**src/rtl/lsu_pkg.sv**
```systemverilog
// Shared types and funct3 encodings for the load/store unit.
package lsu_pkg;

  typedef enum logic [1:0] {
    ST_IDLE,
    ST_BUS,
    ST_DONE
  } lsu_state_e;

  localparam logic [2:0] LB  = 3'b000;
  localparam logic [2:0] LH  = 3'b001;
  localparam logic [2:0] LW  = 3'b010;
  localparam logic [2:0] LBU = 3'b100;
  localparam logic [2:0] LHU = 3'b101;
  localparam logic [2:0] SB  = 3'b000;
  localparam logic [2:0] SH  = 3'b001;
  localparam logic [2:0] SW  = 3'b010;

  // Unsigned variants exist only for loads.
  function automatic logic funct3_legal(input logic [2:0] f3, input logic we);
    logic ok;
    case (f3)
      LB, LH, LW: ok = 1'b1;
      LBU, LHU:   ok = ~we;
      default:    ok = 1'b0;
    endcase
    return ok;
  endfunction

  function automatic logic misaligned(input logic [2:0] f3, input logic [1:0] off);
    logic mis;
    case (f3[1:0])
      2'b01:   mis = off[0];
      2'b10:   mis = (off != 2'b00);
      default: mis = 1'b0;
    endcase
    return mis;
  endfunction

endpackage

```
**src/rtl/lsu_align.sv**
```systemverilog
// Byte-enable generation, store lane replication and load lane select/extension.
module lsu_align
  import lsu_pkg::*;
(
  input  logic [2:0]  funct3_i,
  input  logic [1:0]  off_i,
  input  logic [31:0] wdata_i,
  input  logic [31:0] rword_i,
  output logic [3:0]  be_o,
  output logic [31:0] wlane_o,
  output logic [31:0] rdata_o
);

  logic [1:0]  off_eff;
  logic [31:0] shifted;

  // Offset bits below the access size are ignored, so a misaligned access
  // behaves as if aligned down.
  always_comb begin
    case (funct3_i[1:0])
      2'b00:   off_eff = off_i;
      2'b01:   off_eff = {off_i[1], 1'b0};
      default: off_eff = 2'b00;
    endcase
  end

  assign shifted = rword_i >> {off_eff, 3'b000};

  always_comb begin
    be_o    = '0;
    wlane_o = '0;
    rdata_o = '0;
    case (funct3_i[1:0])
      2'b00: begin
        be_o    = 4'b0001 << off_eff;
        wlane_o = {4{wdata_i[7:0]}};
        rdata_o = funct3_i[2] ? {24'b0, shifted[7:0]}
                              : {{24{shifted[7]}}, shifted[7:0]};
      end
      2'b01: begin
        be_o    = 4'b0011 << off_eff;
        wlane_o = {2{wdata_i[15:0]}};
        rdata_o = funct3_i[2] ? {16'b0, shifted[15:0]}
                              : {{16{shifted[15]}}, shifted[15:0]};
      end
      default: begin
        be_o    = 4'b1111;
        wlane_o = wdata_i;
        rdata_o = rword_i;
      end
    endcase
  end

endmodule

```
**src/rtl/load_store_unit.sv**
```systemverilog
// Load/store unit bridging the datapath to a req/ack word bus.
// Define LSU_MISALIGN_TRAP_EN to fault misaligned half/word accesses.
module load_store_unit
  import lsu_pkg::*;
#(
  parameter int unsigned BUS_TIMEOUT = 16
) (
  input  logic        clk,
  input  logic        reset,
  input  logic        mem_valid,
  input  logic        mem_write,
  input  logic [2:0]  funct3,
  input  logic [31:0] addr,
  input  logic [31:0] wdata,
  output logic [31:0] rdata,
  output logic        stall,
  output logic        done,
  output logic        fault,
  output logic        bus_req,
  output logic        bus_we,
  output logic [31:0] bus_addr,
  output logic [31:0] bus_wdata,
  output logic [3:0]  bus_be,
  input  logic        bus_ack,
  input  logic [31:0] bus_rdata
);

  localparam int unsigned CW = $clog2(BUS_TIMEOUT + 1);
  localparam logic [CW-1:0] CNT_LAST = CW'(BUS_TIMEOUT - 1);

  lsu_state_e  state_q;
  logic [CW-1:0] cnt_q;
  logic [2:0]  funct3_q;
  logic [1:0]  off_q;
  logic        we_q;
  logic [31:0] rdata_q;
  logic        done_q, fault_q;
  logic        bus_req_q, bus_we_q;
  logic [31:0] bus_addr_q, bus_wdata_q;
  logic [3:0]  bus_be_q;

  logic        in_idle, trap, legal;
  logic [2:0]  al_funct3;
  logic [1:0]  al_off;
  logic [3:0]  al_be;
  logic [31:0] al_wlane, al_rdata;

  assign in_idle = (state_q == ST_IDLE);

`ifdef LSU_MISALIGN_TRAP_EN
  assign trap = misaligned(funct3, addr[1:0]);
`else
  assign trap = 1'b0;
`endif

  assign legal = funct3_legal(funct3, mem_write) & ~trap;

  // One aligner serves both directions: live inputs while capturing in IDLE,
  // the captured access while waiting for the read word.
  assign al_funct3 = in_idle ? funct3 : funct3_q;
  assign al_off    = in_idle ? addr[1:0] : off_q;

  lsu_align u_align (
    .funct3_i (al_funct3),
    .off_i    (al_off),
    .wdata_i  (wdata),
    .rword_i  (bus_rdata),
    .be_o     (al_be),
    .wlane_o  (al_wlane),
    .rdata_o  (al_rdata)
  );

  always_ff @(posedge clk) begin
    if (reset) begin
      state_q     <= ST_IDLE;
      cnt_q       <= '0;
      funct3_q    <= '0;
      off_q       <= '0;
      we_q        <= 1'b0;
      rdata_q     <= '0;
      done_q      <= 1'b0;
      fault_q     <= 1'b0;
      bus_req_q   <= 1'b0;
      bus_we_q    <= 1'b0;
      bus_addr_q  <= '0;
      bus_wdata_q <= '0;
      bus_be_q    <= '0;
    end else begin
      done_q <= 1'b0;
      case (state_q)
        ST_IDLE: begin
          if (mem_valid) begin
            if (legal) begin
              state_q     <= ST_BUS;
              cnt_q       <= '0;
              funct3_q    <= funct3;
              off_q       <= addr[1:0];
              we_q        <= mem_write;
              bus_req_q   <= 1'b1;
              bus_we_q    <= mem_write;
              bus_addr_q  <= {addr[31:2], 2'b00};
              bus_wdata_q <= al_wlane;
              bus_be_q    <= al_be;
            end else begin
              state_q <= ST_DONE;
              done_q  <= 1'b1;
              fault_q <= 1'b1;
              rdata_q <= '0;
            end
          end
        end
        ST_BUS: begin
          if (bus_ack || cnt_q == CNT_LAST) begin
            state_q     <= ST_DONE;
            done_q      <= 1'b1;
            fault_q     <= ~bus_ack;
            rdata_q     <= (bus_ack && !we_q) ? al_rdata : '0;
            bus_req_q   <= 1'b0;
            bus_we_q    <= 1'b0;
            bus_addr_q  <= '0;
            bus_wdata_q <= '0;
            bus_be_q    <= '0;
          end else begin
            cnt_q <= cnt_q + 1'b1;
          end
        end
        ST_DONE: begin
          state_q <= ST_IDLE;
          fault_q <= 1'b0;
        end
        default: state_q <= ST_IDLE;
      endcase
    end
  end

  assign stall     = (in_idle && mem_valid) || (state_q == ST_BUS);
  assign rdata     = rdata_q;
  assign done      = done_q;
  assign fault     = fault_q;
  assign bus_req   = bus_req_q;
  assign bus_we    = bus_we_q;
  assign bus_addr  = bus_addr_q;
  assign bus_wdata = bus_wdata_q;
  assign bus_be    = bus_be_q;

endmodule

```
**config.mk**
```make
export PLATFORM = sky130hd
export DESIGN_NAME = load_store_unit
export DESIGN_NICKNAME = d
export VERILOG_FILES = /design/src/rtl/lsu_pkg.sv /design/src/rtl/lsu_align.sv /design/src/rtl/load_store_unit.sv
export SDC_FILE = /design/constraint.sdc
export NUM_CORES = 1
export LEC_CHECK = 0
export CAP_MARGIN = 10
export CORE_ASPECT_RATIO = 1.4
export CORE_MARGIN = 3
export CORE_UTILIZATION = 38
export DETAILED_ROUTE_END_ITERATION = 8
export PLACE_DENSITY = 0.85
export SYNTH_ARGS = -nofsm -noshare
export SYNTH_HDL_FRONTEND = slang
export SYNTH_SLANG_ARGS = --single-unit
```
**constraint.sdc**
```tcl
create_clock -name clk -period 2.1 [get_ports clk]
set_input_delay 0.315 -clock clk [delete_from_list [all_inputs] [get_ports clk]]
set_output_delay 0.315 -clock clk [all_outputs]
set_load 0.005 [all_outputs]
```
Word level (Yosys, flattened, before mapping)
Index checks and enable logic that the tools add are counted.
- register bits: 117
- latch bits: 0
- bits in writable memories: 0
- memory bits (read-only): 0
- output and inout port bits: 105
- word-level logic and storage cells: 98
- memories: 0
- $add $sub $neg: 1
- multiply operators: 0
- divide/modulo/power cells: 0
- magnitude comparators: 0
- equal/unequal tests: 13
- shift operators: 3
- muxes and demuxes: 48
- bitwise logic cells: 2
- reduce and logical (&&, ||, !) cells: 18
- operator list (operator ; count):
    $mux W32 ; 11
    $pmux W32 S2 ; 5
    $shr A32 B5 Y16 ; 1
    $pmux W4 S2 ; 2
    $reduce_and A4 Y1 ; 4
    $mux W5 ; 3
    $mux W4 ; 3
    $mux W1 ; 11
    $pmux W5 S2 ; 1
    $mux W2 ; 4
    $ne A2 B2 Y1 const B ; 4
    $pmux W1 S2 ; 4
    $pmux W2 S2 ; 2
    $eq A3 B3 Y1 const B ; 2
    $add A5 B1 Y5 const B ; 1
    $eq A5 B4 Y1 const B ; 1
    $eq A2 B1 Y1 const B ; 2
    $logic_not A2 Y1 ; 2
    $shl A1 B2 Y4 const A ; 1
    $shl A2 B2 Y4 const A ; 1
    $eq A3 B1 Y1 const B ; 1
    $eq A3 B2 Y1 const B ; 1
    $logic_not A3 Y1 ; 1
    $mux W3 ; 1
    other kinds (13) ; 16

Depth between registers and ports, before layout
- depth after elaboration: 10
- mapped depth: 9

Hierarchy
Synthesis repeated with hierarchy kept, for this count alone.
- cell total of the unflattened synthesis: 500
- area total of the unflattened synthesis: 5089.9 sq um
- by module, submodules not included (module ; instances ; cells an instance ; area each (sq um) ; seq. area each (sq um)):
    load_store_unit ; 1 ; 316 ; 3870.0 ; 2302.2
    lsu_align ; 1 ; 184 ; 1219.9 ; 0.0

Worst setup path before layout
No wires, ideal clock.
- path kind: register -> register
- from: reg state_q[1]
- to: reg rdata_q[0], in the netlist rdata[0]
- setup time: 0.125 ns
- arrival: 1.995 ns
- required time: 1.975 ns
- setup slack: -0.020 ns
- cell stages (with the launch flop): 8
- path buffers: 1
- period minus slack after synthesis: 2.120 ns
- cells stage by stage: dfxtp_1 > or4_1 > o31a_1 > buf_6 > nor2_8 > mux2_2 > a222oi_1 > o2bb2ai_1
- cells in the longest elaborated chain, start to end: 10
- elaborated cells on any way between the ends: 19
- classes of those cells: eq/ne: 5; shift: 1; mux: 9; reduce/logical: 4
- RTL lines (element ; RTL line ; source):
    start: declaration ; load_store_unit.sv:31 ; lsu_state_e state_q;
    start signal: assignment ; load_store_unit.sv:75 ; state_q <= ST_IDLE;
    start signal: assignment ; load_store_unit.sv:94 ; state_q <= ST_BUS;
    start signal: assignment ; load_store_unit.sv:105 ; state_q <= ST_DONE;
    $logic_not A2 Y1 ; load_store_unit.sv:48, load_store_unit.sv:90 ;
    $mux W3 ; load_store_unit.sv:60 ; assign al_funct3 = in_idle ? funct3 : funct3_q;
    $eq A2 B1 Y1 or $logic_not A2 Y1 (tied branches) ; lsu_align.sv:20, lsu_align.sv:33 ;
    $pmux W2 S2 ; lsu_align.sv:20 ; case (funct3_i[1:0])
    $shr A32 B5 Y16 ; lsu_align.sv:27 ; assign shifted = rword_i >> {off_eff, 3'b000};
    $mux W32 (on tied branches) ; lsu_align.sv:43, lsu_align.sv:37 ;
    $pmux W32 S2 ; lsu_align.sv:33 ; case (funct3_i[1:0])
    $mux W32 ; load_store_unit.sv:117 ; rdata_q <= (bus_ack && !we_q) ? al_rdata : '0;
    $mux W32 ; load_store_unit.sv:113 ; if (bus_ack || cnt_q == CNT_LAST) begin
    $pmux W32 S2 ; load_store_unit.sv:90 ; case (state_q)
    end signal: assignment ; load_store_unit.sv:117 ;
    end: declaration ; load_store_unit.sv:36 ; logic [31:0] rdata_q;
Several ways; a longest one is shown, not always the timed one. The select of a mux whose other input is x is not followed.
A chain may end at the register's enable or synchronous reset.

Worst setup path in the final report
Ends and elaborated chain as after synthesis.

==> metrics.yaml <==
num_rows: 48
cp_slowest_stage_delay_ps: 500
yosysSeqAreaShare: 0.474
path_buf_inv: 0
power_density_nw_per_um2: 847
outcome: "complete, but fails checks"
synth_flop_cell: "dfxtp_1"
path_class: "reg -> reg"
cts_sinks: 115
total_leakage_power_nw: 3.11
crit_path_start_kind: "flop"
clock_skew_ps: 12.0
yosys_register_bits: 115
fin_crit_ps: 2180
cts_root_buf: "clkbuf_16"
grt_max_degree: 57
syn_avg_cell_area_um2: 8.93
yosysUniqueCellTypes: 52
worst-endpoint-required_ps: 2380
synth_top_area_cell: "dfxtp_1"
yosys.cell_count.top_type: "dfxtp_1"
crit_chain: "or4_4 -> o31a_1 -> nor2_8 -> mux2_2 -> a222oi_1 -> o2bb2ai_1"
fp.dieH_um: 140
cts_made_buffers: 17
clk_latency_ps: 410
synth_warnings: 0
gp_congestion: 0.925
die_area_um2: 14200
reg2reg_slack_ps: -80
critPathMaxFanout: 8
die_x_um: 102
maxCapViolCount: 0
violations: "setup timing"
setup_slack_ps: -77.7
path_clk_slew_ps: 60
relSlewSlack: 0.616
max_freq_ghz: 0.459
antenna_found_initial: 0
layout.nets: 884
grt_setup_unrepaired: "yes"
yosysTopAreaCellShare: 0.474
vias_per_cell: 5.63
ant_nets: 0
grt.overflow.total: 0
syn_to_final_growth_pct: 68.3
slew_viol_final: 0
netlist_instances: 544
async_reset_ff_frac: 0
crit_path_top_delay_cell: "or4_4"
synthesis.area_um2: 4860
antenna_cells: 0
synth_common_cells: "dfxtp_1 (115), nor2_1 (112), a21oi_1 (52)"
end_kind: "flop"
first_pass_iters: 5
drt_first_iter_violations: 237
wl_per_cell_um: 19.0
io_pins: 209
cts_max_level: 4
cts_tree: "yes"
drc: 0
synth-edff-count: 0
grt_pass1_wl_mm: 27.1
hpwlAfterDp_mm: 12.5
cts_buffer_depth: 2
cp_top_family: "simple AND/OR/NAND/NOR gates"
place_ws_ps: -574
routed_wl_mm: 17.8
worst_pin_slew_ps: 575
vias: 5282
vdd_drop_max_mv: 0.580
track_usage: 0.241
power_w: 0.00693
yosys-top-cells-area: "dfxtp_1 (47%), nor2_1 (8.7%), a22oi_1 (6.3%)"
timing.final.crit_share: 1.04
setup_viol: 23
initial_utilization: 0.391
hold_path_class: "in -> reg"
hold_slack_ps: 430
core-area_um2: 12400
fill_cells: 918
grt_pass1_vias: 5345
io_buffers: 206
arrival_ps: 2450
hold_viol_final: 0
drive_gt1_frac: 0.169
hold_buffers: 0
state kept, by name, indices dropped and copies added, names as in the netlist:
name and count:
off_q 2, done 1, cnt_q 5, bus_we 1, bus_be 4, bus_addr 30, we_q 1, rdata 32
bus_req 1, state_q 2, fault 1, bus_wdata 32, funct3_q 3
layout make-up:
class | instances | area, µm² | share of cell area
Sequential cell | 115 | 2310 | 0.282
Multi-Input combinational cell | 386 | 2530 | 0.310
Clock inverter | 9 | 178 | 0.0217
Clock buffer | 21 | 470 | 0.0575
Inverter | 2 | 7.51 | 0.000918
Tap cell | 150 | 188 | 0.0229
Timing Repair Buffer | 256 | 2490 | 0.305
final timing paths:
path | start | endpoint | cells after the start
hold / removal | reset | bus_wdata[3] | 3
hold reg to reg | funct3_q[2] | funct3_q[2] | 2
setup / recovery | state_q[1] | rdata[0] | 6
setup reg to reg | state_q[1] | rdata[0] | 6
layout by cell type, fill, tap and decap left out, types with 2 or more instances in the layout:
cell type | netlist | routed
clkbuf_8 | 0 | 3
nand3_1 | 3 | 3
nand2_1 | 37 | 36
nor4_1 | 3 | 3
nor2_2 | 2 | 2
o21ai_0 | 13 | 13
dfxtp_4 | 0 | 2
o32ai_1 | 6 | 6
a22oi_1 | 41 | 41
bufinv_16 | 0 | 5
dlygate4sd2_1 | 0 | 2
clkbuf_16 | 0 | 17
a21oi_1 | 52 | 50
inv_1 | 2 | 2
mux2_4 | 0 | 4
o2bb2ai_1 | 21 | 16
nor3_1 | 5 | 5
conb_1 | 1 | 2
a21oi_2 | 0 | 2
buf_4 | 2 | 45
o2bb2ai_2 | 10 | 15
nor2b_1 | 4 | 4
buf_12 | 0 | 5
nor2_1 | 112 | 111
a222oi_1 | 7 | 7
clkdlybuf4s50_1 | 0 | 203
ha_1 | 2 | 2
nand3_4 | 1 | 2
clkinvlp_4 | 0 | 3
and3_1 | 2 | 2
dfxtp_1 | 115 | 113
a21o_1 | 4 | 3
mux2i_1 | 12 | 11
o22ai_1 | 9 | 9
mux2_2 | 9 | 6
xnor2_1 | 2 | 2
per-layer routing:
layer,up-vias,part of all wire,track usage
met4,0,0.034,0.102
met2,252,0.53,0.439
met5,-,0,0
met1,2540,0.35,0.247
li1,2442,-,-
met3,48,0.082,0.0747
worst min-delay path: stages:
cell and delay (ps):
buf_2 120, buf_4 230, nor2_1 120
metrics by stage:
stage	instances	setup TNS, ps	utilization	area [µm²]
3_5_place_dp	906	-37380	0.592	7360
3_3_place_gp	906	-31350	0.592	7360
4_1_cts	938	-764	0.649	8070
2_1_floorplan	545	0	-	4860
5_1_grt	939	-2560	0.658	8180
6_report	939	-1010	0.658	8180
power breakdown:
| part | switching [W] | internal (W) |
|---|---|---|
| logic | 0.000646 | 0.000723 |
| clock network | 0.00100 | 0.00218 |
| registers | 0.0000730 | 0.00230 |
timing repair:
item	4_1_cts	5_1_grt
gates resized for setup	14	21
pin swaps	15	11
buffers inserted	1	1
cloned	1	0
setup endpoints to repair	31	44
logic make-up (layout without fill, tap and decap cells):
group / Yosys count / in the layout / share of synthesized area
AND/OR/NAND/NOR: 181 / 182 / 0.163
AO/OA/AOI/OAI: 175 / 175 / 0.262
flip-flops: 115 / 115 / 0.474
buffers and inverters: 45 / 288 / 0.0407
multiplexers: 23 / 23 / 0.0507
adder cells (fa/ha/maj): 2 / 2 / 0.00515
XOR/XNOR: 2 / 2 / 0.00361
other: 1 / 2 / 0.000772
Note: power is estimated with default switching activity, not from simulation.
